### src/rtl/div_mon_pkg.sv
// Shared types and helpers for the divided-clock ratio monitor.
// The FSM state encoding, the default counter width and the unsigned abs-diff helper live here.
package div_mon_pkg;

  localparam int CNT_W_DEF = 8;
  // Wide enough for any CNT_W+1 period and 2-bit tolerances.
  localparam int DIFF_W = 16;

  typedef enum logic [1:0] {
    ACQUIRE = 2'd0,
    MEASURE = 2'd1,
    TRACK   = 2'd2
  } mon_state_t;

  function automatic logic [DIFF_W-1:0] abs_diff(input logic [DIFF_W-1:0] a,
                                                 input logic [DIFF_W-1:0] b);
    return (a >= b) ? (a - b) : (b - a);
  endfunction

endpackage

### src/rtl/div_ratio_monitor_if.sv
// Signal bundle between the monitor and its user.
// The master drives the signal under test and the targets; the slave returns the status.
interface div_ratio_monitor_if
  import div_mon_pkg::*;
#(
  parameter int CNT_W = CNT_W_DEF
);
  logic             sig_in;
  logic [CNT_W:0]   exp_period;
  logic [1:0]       tol_per;
  logic [1:0]       tol_duty;
  logic             clr_err;
  logic             locked;
  logic             err;
  logic             eval_pulse;
  logic             period_ok;
  logic [CNT_W:0]   meas_period;

  modport master (
    output sig_in, exp_period, tol_per, tol_duty, clr_err,
    input  locked, err, eval_pulse, period_ok, meas_period
  );

  modport slave (
    input  sig_in, exp_period, tol_per, tol_duty, clr_err,
    output locked, err, eval_pulse, period_ok, meas_period
  );
endinterface

### src/rtl/div_ratio_monitor_sync_edge_det.sv
// Synchronizer chain for an asynchronous input followed by registered edge detection.
// o_rise/o_fall are one-cycle strobes SYNC_STAGES+1 clk edges after the input moves.
module sync_edge_det #(
  parameter int SYNC_STAGES = 2
) (
  input  logic clk,
  input  logic rst,
  input  logic i_sig,
  output logic o_rise,
  output logic o_fall
);
  logic [SYNC_STAGES-1:0] r_sync;
  logic [SYNC_STAGES-1:0] w_sync_in;
  logic                   w_s;
  logic                   r_s_d;
  logic                   r_rise;
  logic                   r_fall;

  assign w_sync_in = {r_sync[SYNC_STAGES-2:0], i_sig};
  assign w_s       = r_sync[SYNC_STAGES-1];

  genvar gi;
  generate
    for (gi = 0; gi < SYNC_STAGES; gi++) begin : g_sync
      always_ff @(posedge clk or posedge rst) begin
        if (rst) r_sync[gi] <= 1'b0;
        else     r_sync[gi] <= w_sync_in[gi];
      end
    end
  endgenerate

  always_ff @(posedge clk or posedge rst) begin
    if (rst) begin
      r_s_d  <= 1'b0;
      r_rise <= 1'b0;
      r_fall <= 1'b0;
    end else begin
      r_s_d  <= w_s;
      r_rise <= w_s & ~r_s_d;
      r_fall <= ~w_s & r_s_d;
    end
  end

  assign o_rise = r_rise;
  assign o_fall = r_fall;
endmodule

### src/rtl/div_ratio_monitor.sv
// Oversampling checker for an on-chip divided clock: measures high/low run lengths,
// compares period and duty against targets, and reports lock plus a sticky error.
module div_ratio_monitor
  import div_mon_pkg::*;
#(
  parameter int CNT_W       = CNT_W_DEF,
  parameter int SYNC_STAGES = 2,
  parameter int LOCK_COUNT  = 4
) (
  input logic              clk,
  input logic              rst,
  div_ratio_monitor_if.slave bus
);
  localparam int                GOOD_W   = $clog2(LOCK_COUNT + 1);
  localparam logic [GOOD_W-1:0] GOOD_MAX = GOOD_W'(LOCK_COUNT);
  localparam logic [CNT_W-1:0]  CNT_MAX  = '1;

  logic              w_rise;
  logic              w_fall;
  logic              w_run_sat;
  logic              w_eval;
  logic              w_stuck;
  logic              w_ok;
  logic [CNT_W:0]    w_period;
  logic [DIFF_W-1:0] w_per_diff;
  logic [DIFF_W-1:0] w_duty_diff;
  logic [GOOD_W-1:0] w_good_next;
  mon_state_t        w_state_next;

  mon_state_t        r_state;
  logic [CNT_W-1:0]  r_run_cnt;
  logic [CNT_W-1:0]  r_hi_len;
  logic [GOOD_W-1:0] r_good_cnt;
  logic              r_locked;
  logic              r_err;
  logic              r_eval_pulse;
  logic              r_period_ok;
  logic [CNT_W:0]    r_meas_period;

  sync_edge_det #(
    .SYNC_STAGES (SYNC_STAGES)
  ) u_sync_edge_det (
    .clk    (clk),
    .rst    (rst),
    .i_sig  (bus.sig_in),
    .o_rise (w_rise),
    .o_fall (w_fall)
  );

  assign w_run_sat = (r_run_cnt == CNT_MAX);

  // The low run is evaluated on the rise that ends it, so run_cnt stands in for lo_len.
  assign w_period    = {1'b0, r_hi_len} + {1'b0, r_run_cnt};
  assign w_per_diff  = abs_diff(DIFF_W'(w_period), DIFF_W'(bus.exp_period));
  assign w_duty_diff = abs_diff(DIFF_W'(r_hi_len), DIFF_W'(r_run_cnt));
  assign w_ok        = (w_per_diff <= DIFF_W'(bus.tol_per)) &&
                       (w_duty_diff <= DIFF_W'(bus.tol_duty));
  assign w_good_next = !w_ok ? '0 :
                       (r_good_cnt == GOOD_MAX) ? GOOD_MAX : r_good_cnt + 1'b1;

  always_ff @(posedge clk or posedge rst) begin
    if (rst) r_state <= ACQUIRE;
    else     r_state <= w_state_next;
  end

  always_comb begin
    w_state_next = r_state;
    w_eval       = 1'b0;
    w_stuck      = 1'b0;
    unique case (r_state)
      ACQUIRE: begin
        if (w_rise) w_state_next = MEASURE;
      end
      MEASURE, TRACK: begin
        // A saturated run means the input stopped toggling; that outranks a coincident rise.
        if (w_run_sat) begin
          w_stuck      = 1'b1;
          w_state_next = ACQUIRE;
        end else if (w_rise) begin
          w_eval       = 1'b1;
          w_state_next = TRACK;
        end
      end
      default: w_state_next = ACQUIRE;
    endcase
  end

  always_ff @(posedge clk or posedge rst) begin
    if (rst) begin
      r_run_cnt <= '0;
      r_hi_len  <= '0;
    end else begin
      if (w_rise || w_fall)  r_run_cnt <= CNT_W'(1);
      else if (!w_run_sat)   r_run_cnt <= r_run_cnt + 1'b1;
      if (w_fall)            r_hi_len  <= r_run_cnt;
    end
  end

  always_ff @(posedge clk or posedge rst) begin
    if (rst) begin
      r_good_cnt    <= '0;
      r_locked      <= 1'b0;
      r_err         <= 1'b0;
      r_eval_pulse  <= 1'b0;
      r_period_ok   <= 1'b0;
      r_meas_period <= '0;
    end else begin
      r_eval_pulse <= w_eval;
      if (w_eval) begin
        r_meas_period <= w_period;
        r_period_ok   <= w_ok;
        r_good_cnt    <= w_good_next;
        r_locked      <= (w_good_next == GOOD_MAX);
      end else if (w_stuck) begin
        r_good_cnt <= '0;
        r_locked   <= 1'b0;
      end
      if (w_stuck || (w_eval && !w_ok)) r_err <= 1'b1;
      else if (bus.clr_err)             r_err <= 1'b0;
    end
  end

  assign bus.locked      = r_locked;
  assign bus.err         = r_err;
  assign bus.eval_pulse  = r_eval_pulse;
  assign bus.period_ok   = r_period_ok;
  assign bus.meas_period = r_meas_period;
endmodule

### src/flat_wrapper.sv
// flat-port wrapper written by rule: the top's interface ports become plain ports
module div_ratio_monitor_flat import div_mon_pkg::*;
#(
  parameter int CNT_W       = CNT_W_DEF,
  parameter int SYNC_STAGES = 2,
  parameter int LOCK_COUNT  = 4
)
  (clk, rst, bus_sig_in, bus_exp_period, bus_tol_per, bus_tol_duty, bus_clr_err, bus_locked, bus_err, bus_eval_pulse, bus_period_ok, bus_meas_period);
  div_ratio_monitor_if #(.CNT_W(CNT_W)) bus_i ();
  input logic clk;
  input logic rst;
  input wire logic [$bits(bus_i.sig_in)-1:0] bus_sig_in;
  input wire logic [$bits(bus_i.exp_period)-1:0] bus_exp_period;
  input wire logic [$bits(bus_i.tol_per)-1:0] bus_tol_per;
  input wire logic [$bits(bus_i.tol_duty)-1:0] bus_tol_duty;
  input wire logic [$bits(bus_i.clr_err)-1:0] bus_clr_err;
  output wire logic [$bits(bus_i.locked)-1:0] bus_locked;
  output wire logic [$bits(bus_i.err)-1:0] bus_err;
  output wire logic [$bits(bus_i.eval_pulse)-1:0] bus_eval_pulse;
  output wire logic [$bits(bus_i.period_ok)-1:0] bus_period_ok;
  output wire logic [$bits(bus_i.meas_period)-1:0] bus_meas_period;
  assign bus_i.sig_in = bus_sig_in;
  assign bus_i.exp_period = bus_exp_period;
  assign bus_i.tol_per = bus_tol_per;
  assign bus_i.tol_duty = bus_tol_duty;
  assign bus_i.clr_err = bus_clr_err;
  assign bus_locked = bus_i.locked;
  assign bus_err = bus_i.err;
  assign bus_eval_pulse = bus_i.eval_pulse;
  assign bus_period_ok = bus_i.period_ok;
  assign bus_meas_period = bus_i.meas_period;
  div_ratio_monitor #(.CNT_W(CNT_W), .SYNC_STAGES(SYNC_STAGES), .LOCK_COUNT(LOCK_COUNT)) u_core (.clk(clk), .rst(rst), .bus(bus_i));
endmodule
### config.mk
export PLATFORM = sky130hd
export DESIGN_NAME = div_ratio_monitor_flat
export DESIGN_NICKNAME = d
export VERILOG_FILES = /design/src/rtl/div_mon_pkg.sv /design/src/rtl/div_ratio_monitor_if.sv /design/src/rtl/div_ratio_monitor_sync_edge_det.sv /design/src/rtl/div_ratio_monitor.sv /design/src/flat_wrapper.sv
export SDC_FILE = /design/constraint.sdc
export NUM_CORES = 1
export LEC_CHECK = 0
export ABC_AREA = 0
export CAP_MARGIN = 20
export CELL_PAD_IN_SITES_DETAIL_PLACEMENT = 1
export CELL_PAD_IN_SITES_GLOBAL_PLACEMENT = 1
export CORE_ASPECT_RATIO = 0.8
export CORE_MARGIN = 4
export CORE_UTILIZATION = 45
export CTS_CLUSTER_SIZE = 8
export DETAILED_ROUTE_END_ITERATION = 10
export GPL_ROUTABILITY_DRIVEN = 0
export GPL_TIMING_DRIVEN = 0
export PLACE_DENSITY_LB_ADDON = 0.1
export RECOVER_POWER = 25
export SYNTH_ARGS = -nofsm -noshare
export SYNTH_HDL_FRONTEND = slang
export SYNTH_HIERARCHICAL = 1
export SYNTH_SLANG_ARGS = --single-unit
### constraint.sdc
create_clock -name clk -period 6.6 [get_ports clk]
set_input_delay 0.66 -clock clk [delete_from_list [all_inputs] [get_ports clk]]
set_output_delay 0.66 -clock clk [all_outputs]
set_load 0.02 [all_outputs]
# After elaboration in Yosys (flattened, before gate mapping)

Index checks and enable logic that the tools add are counted.

Logic and storage cells: 68
Bits of input ports: 17
Output and inout bits: 13
Bits in registers: 39

Bitwise operators: 4
Muxes and demuxes: 21
Reductions and logical operators: 10
$add $sub $neg: 7
Equal/unequal tests: 8
Order comparisons: 4

Operator list:

| cell                | number |
|---|---|
| $le 16x2->1         | 2 |
| $mux 16             | 2 |
| $sub 9x9->10        | 2 |
| $sub 8x8->9         | 2 |
| $mux 8              | 2 |
| $mux 3              | 4 |
| $add 8x8->9         | 1 |
| $ge 9x9->1          | 1 |
| $mux 1              | 9 |
| $add 8x1->8 const B | 1 |
| $eq 8x8->1 const B  | 1 |
| $ge 8x8->1          | 1 |
| $eq 3x3->1 const B  | 2 |
| $mux 2              | 3 |
| $ne 2x2->1 const B  | 2 |
| $pmux 2 s2          | 1 |
| $reduce_bool 2->1   | 2 |
| $add 3x1->3 const B | 1 |
| $ne 3x2->1 const B  | 1 |
| $and 1x1->1         | 2 |
| $eq 2x1->1 const B  | 1 |
| $eq 2x2->1 const B  | 1 |
| $logic_and 1x1->1   | 2 |
| $logic_not 2->1     | 1 |
| other kinds (5)     | 7 |

# Logic depth before layout (Yosys ltp)

Gate-level depths: netlist of run 1.

Word-level depth: 9
Depth in mapped cells: 27
Gate-level depth less buffers: 25

# Hierarchy

Netlist of run 1, hierarchy kept.

By module, submodules not included:

| module            | area an instance (um2) | instances | sequential area each (um2) | cells each |
|---|---|---|---|---|
| div_ratio_monitor | 3607.2                 | 1         | 850.8                      | 434 |
| sync_edge_det     | 143.9                  | 1         | 125.1                      | 8 |

# Least setup slack after synthesis of run 1

Ideal clock, no wire load.

Path kind: reg2reg
Start: reg u_core.r_run_cnt[1]
End: reg u_core.r_err (netlist: u_core/bus.err)
Buffers on the path: 1
Required time: 6474 ps
Setup slack: 1687 ps
Setup time: 126 ps
Cell stages (with the launch flop): 27
Period minus slack after synthesis: 4913 ps
Arrival time: 4787 ps
Cells stage by stage: dfrtp_1 > inv_1 > ha_1 > nor2b_1 > o21a_1 > o21bai_1 > a21oi_1 > nor2_1 > o21bai_1 > a21oi_1 > xnor2_1 > inv_1 > ha_1 > buf_6 > and2_1 > nand3_1 > o31ai_1 > a31o_2 > mux2i_1 > ha_1 > a21oi_1 > a21oi_1 > a2111oi_2 > o2111ai_1 > a211oi_2 > a21oi_2 > a221o_1

Longest elaborated chain between the ends: 9
Elaborated cells on any way between the ends: 22
Classes of those cells: 5 x add/sub; 4 x order compare; 1 x eq/ne; 7 x mux; 5 x reduce/logical

Ends and longest elaborated chain:

| what                                               | RTL line                 | text |
|---|---|---|
| start, declared                                    | div_ratio_monitor.sv:31  | `logic [CNT_W-1:0] r_run_cnt;` |
| start signal, assigned                             | div_ratio_monitor.sv:94  | `else if (!w_run_sat) r_run_cnt <= r_run_cnt + 1'b1;` |
| $add 8x8->9 (*)                                    | div_ratio_monitor.sv:53  | `assign w_period = {1'b0, r_hi_len} + {1'b0, r_run_cnt};` |
| named net u_core.w_period[7]                       | div_ratio_monitor.sv:24  | `logic [CNT_W:0] w_period;` |
| $sub 9x9->10 / $ge 9x9->1 (equally long branches)  | div_mon_pkg.sv:17        | `return (a >= b) ? (a - b) : (b - a);` |
| $mux 16 (*)                                        | div_mon_pkg.sv:17        |  |
| $le 16x2->1 (*)                                    | div_ratio_monitor.sv:56  | `assign w_ok = (w_per_diff <= DIFF_W'(bus.tol_per)) &&` |
| $logic_and 1x1->1 (*)                              | div_ratio_monitor.sv:56  |  |
| $logic_not 1->1 (*)                                | --                       |  |
| $logic_and 1x1->1 (*)                              | div_ratio_monitor.sv:118 | `if (w_stuck \|\| (w_eval && !w_ok)) r_err <= 1'b1;` |
| $logic_or 1x1->1 (*)                               | div_ratio_monitor.sv:118 |  |
| $mux 1 / $reduce_bool 2->1 (equally long branches) | --                       |  |
| end signal, assigned                               | div_ratio_monitor.sv:103 | `r_err <= 1'b0;` |
| end signal, assigned                               | div_ratio_monitor.sv:118 |  |
| end signal, assigned                               | div_ratio_monitor.sv:119 | `else if (bus.clr_err) r_err <= 1'b0;` |
| end, declared                                      | div_ratio_monitor.sv:35  | `logic r_err;` |

Mark *: on every way through the listed nets, which the timed path passes. The rest lies on a longest branch.
A chain may end at the register's enable or synchronous reset.

# Final worst setup path of run 1

Start: reg u_core.r_run_cnt[1]
End: reg u_core.r_locked (netlist: u_core/bus.locked)

Longest elaborated chain between the ends: 8
Elaborated cells on any way between the ends: 21
Classes of those cells: 5 x add/sub; 4 x order compare; 2 x eq/ne; 8 x mux; 2 x reduce/logical

Ends and longest elaborated chain:

| what                                              | RTL line                 | text |
|---|---|---|
| $add 8x8->9 (*)                                   | div_ratio_monitor.sv:53  |  |
| named net u_core.w_period[7]                      | div_ratio_monitor.sv:24  |  |
| $sub 9x9->10 / $ge 9x9->1 (equally long branches) | div_mon_pkg.sv:17        |  |
| $mux 16 (*)                                       | div_mon_pkg.sv:17        |  |
| $le 16x2->1 (*)                                   | div_ratio_monitor.sv:56  |  |
| $logic_and 1x1->1 (*)                             | div_ratio_monitor.sv:56  |  |
| $mux 3 (*)                                        | div_ratio_monitor.sv:58  | `assign w_good_next = !w_ok ? '0 :` |
| $eq 3x3->1 (*)                                    | div_ratio_monitor.sv:113 | `r_locked <= (w_good_next == GOOD_MAX);` |
| $mux 1 (*)                                        | div_ratio_monitor.sv:109 | `if (w_eval) begin` |
| end signal, assigned                              | div_ratio_monitor.sv:113 |  |
| end, declared                                     | div_ratio_monitor.sv:34  | `logic r_locked;` |

Marked as above.

==> results by group, run 1 <==
Run status
  – Status: finished clean

Clock network
  – TritonCTS clock tree: built
  – PostCTS Resize Cnt: 0
  – Clk Latency, worst-skew pair: between 0.2 and 0.3 ns
  – Hold-fix buffers, CTS: 0
  – Setup bufs post-CTS: 0
  – Clock slew at reported path FFs: ~0.080 ns
  – CTS Buf Count: 5
  – Clk buf depth: 2
  – CTS sink count: 39
  – CTS root buffer: clkbuf_8
  – H-tree depth: 2

Synth
  – Synth Net Count: around 520
  – Post-synth EDFFs: 0
  – Syn_area_per_cell: between 8 and 9 um^2
  – Post-Syn Area: about 3800 um^2
  – Synth Instances: between 400 and 500
  – Synth top area cells: dfrtp_1 (26%), ha_1 (18%), inv_1 (5.8%)
  – Distinct cells, synth: 63
  – Sequential element share of the synthesized area: about a quarter
  – Cell taking the most area after synthesis: dfrtp_1
  – Post-synth ARST share: 100%
  – Most used flip-flop cell after synthesis: dfrtp_1
  – Yosys top cell area share: about a quarter
  – Ys Warns: 6
  – Seq cells post-synth: 39

Global routing
  – Grt total ovfl: 0
  – Global-route wire length before repair: roughly 17,000 um
  – Largest net degree at the start of global routing: 19
  – Vias in the first global route: 3,468
  – Initial antenna violation count: 0
  – Gr usage total: 22.3%

Power and ir drop
  – Gate power share: 60.0%
  – PwrDens: about 300 nW/um^2
  – P_sw: about 0.55 mW
  – Power Total: around 1.3 mW
  – Sw Ratio: between 40% and 50%
  – Max VDD drop: around 0.16 mV
  – Internal power: between 0.7 and 0.8 mW
  – Clock power frac: 16.4%
  – Leak: 2.06 nW
  – Flop pwr share: 23.7%

Setup path
  – WS Path Type: reg2reg
  – Data required, critical path: approximately 6.8 ns
  – Reg-to-reg startpoint: u_core/r_run_cnt[1]
  – Worst EP arrival: around 6.2 ns
  – Reg2Reg Setup Slack: 0.58 ns
  – Kind of end point of the critical path: flip-flop
  – End of the worst register-to-register path: u_core/bus.locked
  – Worst-path fanout max: 8
  – Worst setup SP type: flip-flop
  – R2R depth: 26

Finish
  – # nets final: between 500 and 600
  – Area grow syn2layout: 15.4%
  – Fin area: around 4300 um^2
  – Number of diodes: 0
  – Share of cells above drive strength 1: about 8.5%

Placement
  – Worst Setup Slack post-DPL: around 0.54 ns
  – Dpl hpwl: 8470 um
  – PortBufs: 29
  – Dpl cell area: approximately 4200 um^2

Timing
  – Fmax achieved: 0.166 GHz
  – Final Hold Viols: 0
  – Setup ws final: between 0.5 and 0.6 ns
  – Worst slew pin tran: 0.771 ns
  – Clock Skew: roughly 0.0063 ns
  – Max_slew headroom: between 40% and 50%
  – Tcrit/Tclk final: about nine tenths
  – # setup viols final: 0
  – RSZ-0062 raised after global routing: false
  – Post-layout min period: 6.02 ns
  – Setup TNS: 0 ns
  – Slew Limit Fails: 0

Drt
  – First-pass DRT Iterations: 4
  – Antenna Nets Post-Route: 0
  – Post-DR vias/cell: 5.57
  – Vias: ~3,300
  – Routed WL per cell: around 18 um
  – Total wire length: between 10,000 and 15,000 um
  – Remaining DRCs: 0
  – Iteration-0 DRC Markers: around 160

Floorplanning
  – Die Area: slightly below 10,000 um^2
  – Starting Density: 46.8%
  – Die W: about 110 um
  – Total I/O pin count: 30
  – Core ar.: 8020 um^2
  – Chip height: 89.7 um
  – Row cnt: 29

Min path
  – Hold_sp: u_core/u_sync_edge_det/r_sync[0]
  – Hold Path Stages: 0
  – Worst min path class: reg2reg
  – Hold Crit Endpoint: u_core/u_sync_edge_det/w_s

Job
  – Max Cap Viol: 0
[cell usage after synthesis (all sizes together) (2+ instances only)]
cell,number
nor3,11
a2111oi,3
a21oi,30
a211oi,4
xnor2,15
a31oi,7
or2,2
o21a,7
nand3,14
nand4b,3
nand4,6
nor2,17
buf,12
mux2,3
o31ai,6
nor3b,2
nand2b,6
inv,58
nand3b,2
fa,5
o21ai,37
nand2,34
o21bai,12
and2,2
xor2,3
o211ai,2
a21o,7
dfrtp,39
a21boi,2
and3,2
clkbuf,5
nor2b,7
a31o,2
a221o,2
o22ai,5
ha,53
[critical path, stage by stage, from the launching register on]
cell	delay (ns)
dfrtp_1	0.56
inv_1	0.21
ha_1	0.45
nor2b_1	0.07
o21a_1	0.18
o21bai_1	0.19
a21oi_1	0.10
nor2_1	0.19
o21bai_1	0.10
a21oi_1	0.19
xnor2_1	0.20
inv_1	0.09
ha_1	0.31
buf_6	0.13
and2_1	0.23
nand3_1	0.10
o31ai_1	0.36
a31o_2	0.25
mux2i_1	0.23
ha_1	0.27
a21oi_1	0.16
a21oi_1	0.07
a2111oi_2	0.21
o2111ai_1	0.22
a211oi_4	0.41
nand3_1	0.21
o21ai_1	0.23
[layout by cell type, fill, tap and decap left out, types with 11 or more instances in the layout]
cell and count:
a21oi_1 26, clkdlybuf4s50_1 27, dfrtp_1 39, ha_1 53
inv_1 58, nand2_1 34, nand3_1 13, nor2_1 17
nor3_1 11, o21ai_0 32, o21bai_1 11, xnor2_1 15
[power groups by stage]
| stage | combinational (mW) | clock [mW] | sequential [mW] |
|---|---|---|---|
| 6_report | 0.760 | 0.207 | 0.300 |
| 4_1_cts | 0.757 | 0.211 | 0.300 |
| 5_1_grt | 0.843 | 0.225 | 0.304 |
| 3_3_place_gp | 0.719 | 0 | 0.303 |
| 2_1_floorplan | 0.529 | 0 | 0.315 |
| 3_5_place_dp | 0.752 | 0 | 0.305 |
[kinds of logic after synthesis]
kind of cell	after synthesis	share of synthesized area, %
adders and majority gates	58	20.3
xor gates and xnor gates	18	4.20
buffers and inverters	75	8.44
DFF	39	26.0
and+or+nand+nor	115	16.2
AOI/OAI and AO/OA	133	23.5
muxes	4	1.27
[how the worst max path moves through the flow]
stage	depth (start not counted)	from	end	slack [ns]
floorplan	26	u_core/r_run_cnt[1]	u_core/bus.err	1.69
global placement	26	u_core/r_run_cnt[1]	u_core/r_good_cnt[1]	0.68
detailed placement	26	u_core/r_run_cnt[1]	u_core/bus.locked	0.54
CTS	26	u_core/r_run_cnt[1]	u_core/bus.locked	0.47
global route	26	u_core/r_run_cnt[1]	u_core/bus.locked	0.05
finish	26	u_core/r_run_cnt[1]	u_core/bus.locked	0.58
[layout make-up]
type	count	area, um^2
fill	970	3690
multi-input combinational	328	2470
sequential	39	976
timing repair buffer	30	318
inverter	58	218
tap	108	135
buffer	17	98.8
clock buffer	6	82.6
clock inverter	2	35.0
[metal layers]
metal | part of all wire (%) | global-route usage, %
met5 | 0 | 0
met4 | 0.79 | 3.85
met3 | 4.4 | 3.57
met2 | 47 | 37.8
met1 | 48 | 30.5
[per-stage QoR]
stage               std cells  utilization, %  hold WS [ns]
floorplan                 442               -         0.331
CTS                       588            53.9         0.363
finish                    588            54.0         0.360
global placement          579            52.1         0.335
detailed placement        580            52.4         0.344
global route              588            54.0         0.368
[flip-flops by register name, summed over array words and instances, names as in the netlist]
name,count
u_core/bus.err,1
u_core/bus.eval_pulse,1
u_core/bus.locked,1
u_core/bus.meas_period,9
u_core/bus.period_ok,1
u_core/r_good_cnt,3
u_core/r_hi_len,8
u_core/r_run_cnt,8
u_core/r_state,2
u_core/u_sync_edge_det/o_fall,1
u_core/u_sync_edge_det/o_rise,1
u_core/u_sync_edge_det/r_s_d,1
u_core/u_sync_edge_det/r_sync,1
u_core/u_sync_edge_det/w_s,1
Power figures use the tool's default switching activity.
==> run 2, diff against run 1 <==
- CORE_ASPECT_RATIO: 0.8 -> 0.7
==> results by group, run 2 (synthesis results as in run 1) <==
Finish
  – Commonest non-fill, non-tap cell in the layout: inv_1
  – Post-layout util: between 50% and 60%
  – Number of diodes: 0
  – Share of cells above drive strength 1: under 10%
  – Most frequent cells in the layout: inv_1 (58), ha_1 (53), dfrtp_1 (39), nand2_1 (34), o21ai_0 (32)
  – FILL cells: 964
  – Multi-input gate area: ~2500 um^2
  – Max reg flops: 9
  – Area grow syn2layout: 15.7%
  – # nets final: approximately 550
  – Register area: slightly below 1000 um^2

Floorplanning
  – Die W: about 120 um
  – Row cnt: 27
  – Total I/O pin count: 30
  – Starting Density: between 40 and 50%
  – Die Area: between 9000 and 10,000 um^2
  – Chip height: 84.4 um
  – Core ar.: roughly 8000 um^2

Clock network
  – Setup bufs post-CTS: 0
  – Clock slew at reported path FFs: 0.06 ns
  – TritonCTS clock tree: built
  – CTS Buf Count: 5
  – PostCTS Resize Cnt: 0
  – CTS sink count: 39
  – Hold-fix buffers, CTS: 0
  – Clk Latency, worst-skew pair: roughly 0.28 ns
  – Clk buf depth: 2
  – CTS root buffer: clkbuf_16
  – H-tree depth: 2

Timing
  – Setup TNS: 0 ns
  – Clock Skew: ~0.0044 ns
  – Post-layout min period: around 6 ns
  – RSZ-0062 raised after global routing: false
  – # setup viols final: 0
  – Final Hold Viols: 0
  – Fmax achieved: between 0.15 and 0.2 GHz
  – Slew Limit Fails: 0
  – Tcrit/Tclk final: about nine tenths
  – Max_slew headroom: about half
  – Worst slew pin tran: between 0.7 and 0.8 ns

Min path
  – Worst min path class: reg2reg
  – Hold_sp: u_core/u_sync_edge_det/r_sync[0]

Setup path
  – Data required, critical path: 6.77 ns
  – Worst EP arrival: between 6 and 7 ns
  – Worst setup SP type: flip-flop
  – Kind of end point of the critical path: flip-flop
  – Reg-to-reg startpoint: u_core/r_run_cnt[1]
  – WS Path Type: reg2reg
  – Worst-path fanout max: 8
  – CP startpoint: u_core/r_run_cnt[1]

Drt
  – Post-DR vias/cell: roughly 5.7
  – Total wire length: between 10,000 and 15,000 um
  – Iteration-0 DRC Markers: 259
  – Vias: 3,317
  – Antenna Nets Post-Route: 0
  – Remaining DRCs: 0
  – Routed WL per cell: approximately 18 um
  – First-pass DRT Iterations: 5

Global routing
  – Largest net degree at the start of global routing: 19
  – Vias in the first global route: ~3,300
  – Grt total ovfl: 0
  – Global-route wire length before repair: 17,500 um
  – Gr usage total: between 20% and 30%
  – Initial antenna violation count: 0

Placement
  – Dpl hpwl: between 8000 and 9000 um
  – PortBufs: 29

Power and ir drop
  – PwrDens: 302 nW/um^2
  – Leak: about 2.1 nW
  – Max VDD drop: approximately 0.14 mV

Run status
  – Status: finished clean

Job
  – Max Cap Viol: 0
-- run 2: cell types whose count changed in the layout (fill, tap and decap cells not counted), sizes merged --
cell / delta
bufinv: -1
-- run 2: worst max-delay path, cell delays in order, from the launching register on --
cell       delay [ns]
dfrtp_1          0.54
inv_1            0.19
ha_1             0.43
nor2b_1          0.07
o21a_1           0.19
o21bai_1         0.16
a21oi_1          0.12
nor2_1           0.19
o21bai_1         0.11
a21oi_1          0.19
xnor2_1          0.19
inv_1            0.08
ha_1             0.29
buf_6            0.12
and2_1           0.22
nand3_1          0.10
o31ai_1          0.34
a31o_2           0.24
mux2i_1          0.24
ha_1             0.27
a21oi_1          0.14
a21oi_1          0.07
a2111oi_2        0.22
o2111ai_1        0.19
a211oi_2         0.56
a21oi_2          0.11
a221o_1          0.28
-- run 2: final timing paths --
path	slack [ns]	endpoint	cells after the start
hold reg to reg	0.36	u_core/u_sync_edge_det/w_s	0
setup / recovery	0.62	u_core/bus.err	26
setup reg to reg	0.62	u_core/bus.err	26
min in group asynchronous	0.75	u_core/u_sync_edge_det/w_s	2
max in group asynchronous	5.07	u_core/bus.meas_period[5]	3
hold / removal	0.36	u_core/u_sync_edge_det/w_s	0
-- run 2: cell type report --
cell class,count,area share [%]
flip-flops and latches,39,22.5
multi-input cells,328,56.7
clock buffers,6,3.20
plain buffers,17,2.28
well taps,101,2.91
inverters,58,5.02
repair buffers,30,7.32
clock inverters,1,0.115
-- run 2: metal layers --
metal,track usage (%),vias to the layer above,routed length [um]
met5,0,-,0
met4,3.54,0,44
met3,3.96,5,536
met2,32.6,73,4510
met1,35.3,1636,5590
li1,-,1603,-
-- run 2: through the flow --
stage | total power [mW] | hold slack [ns] | instances | area, um^2 | setup slack [ns]
after floorplan | 0.844 | 0.331 | 442 | 3750 | 1.69
after global routing | 1.42 | 0.370 | 580 | 4340 | 0.0441
after CTS | 1.31 | 0.362 | 580 | 4340 | 0.619
after detailed placement | 1.06 | 0.351 | 573 | 4200 | 0.645
final | 1.31 | 0.357 | 580 | 4340 | 0.616
after global placement | 1.03 | 0.337 | 572 | 4170 | 0.772
-- run 2: report_power, final --
group	internal [mW]	switching [mW]	total, mW
logic	0.323	0.449	0.771
registers	0.270	0.0286	0.299
clock network	0.147	0.0937	0.241
total	0.741	0.571	1.31
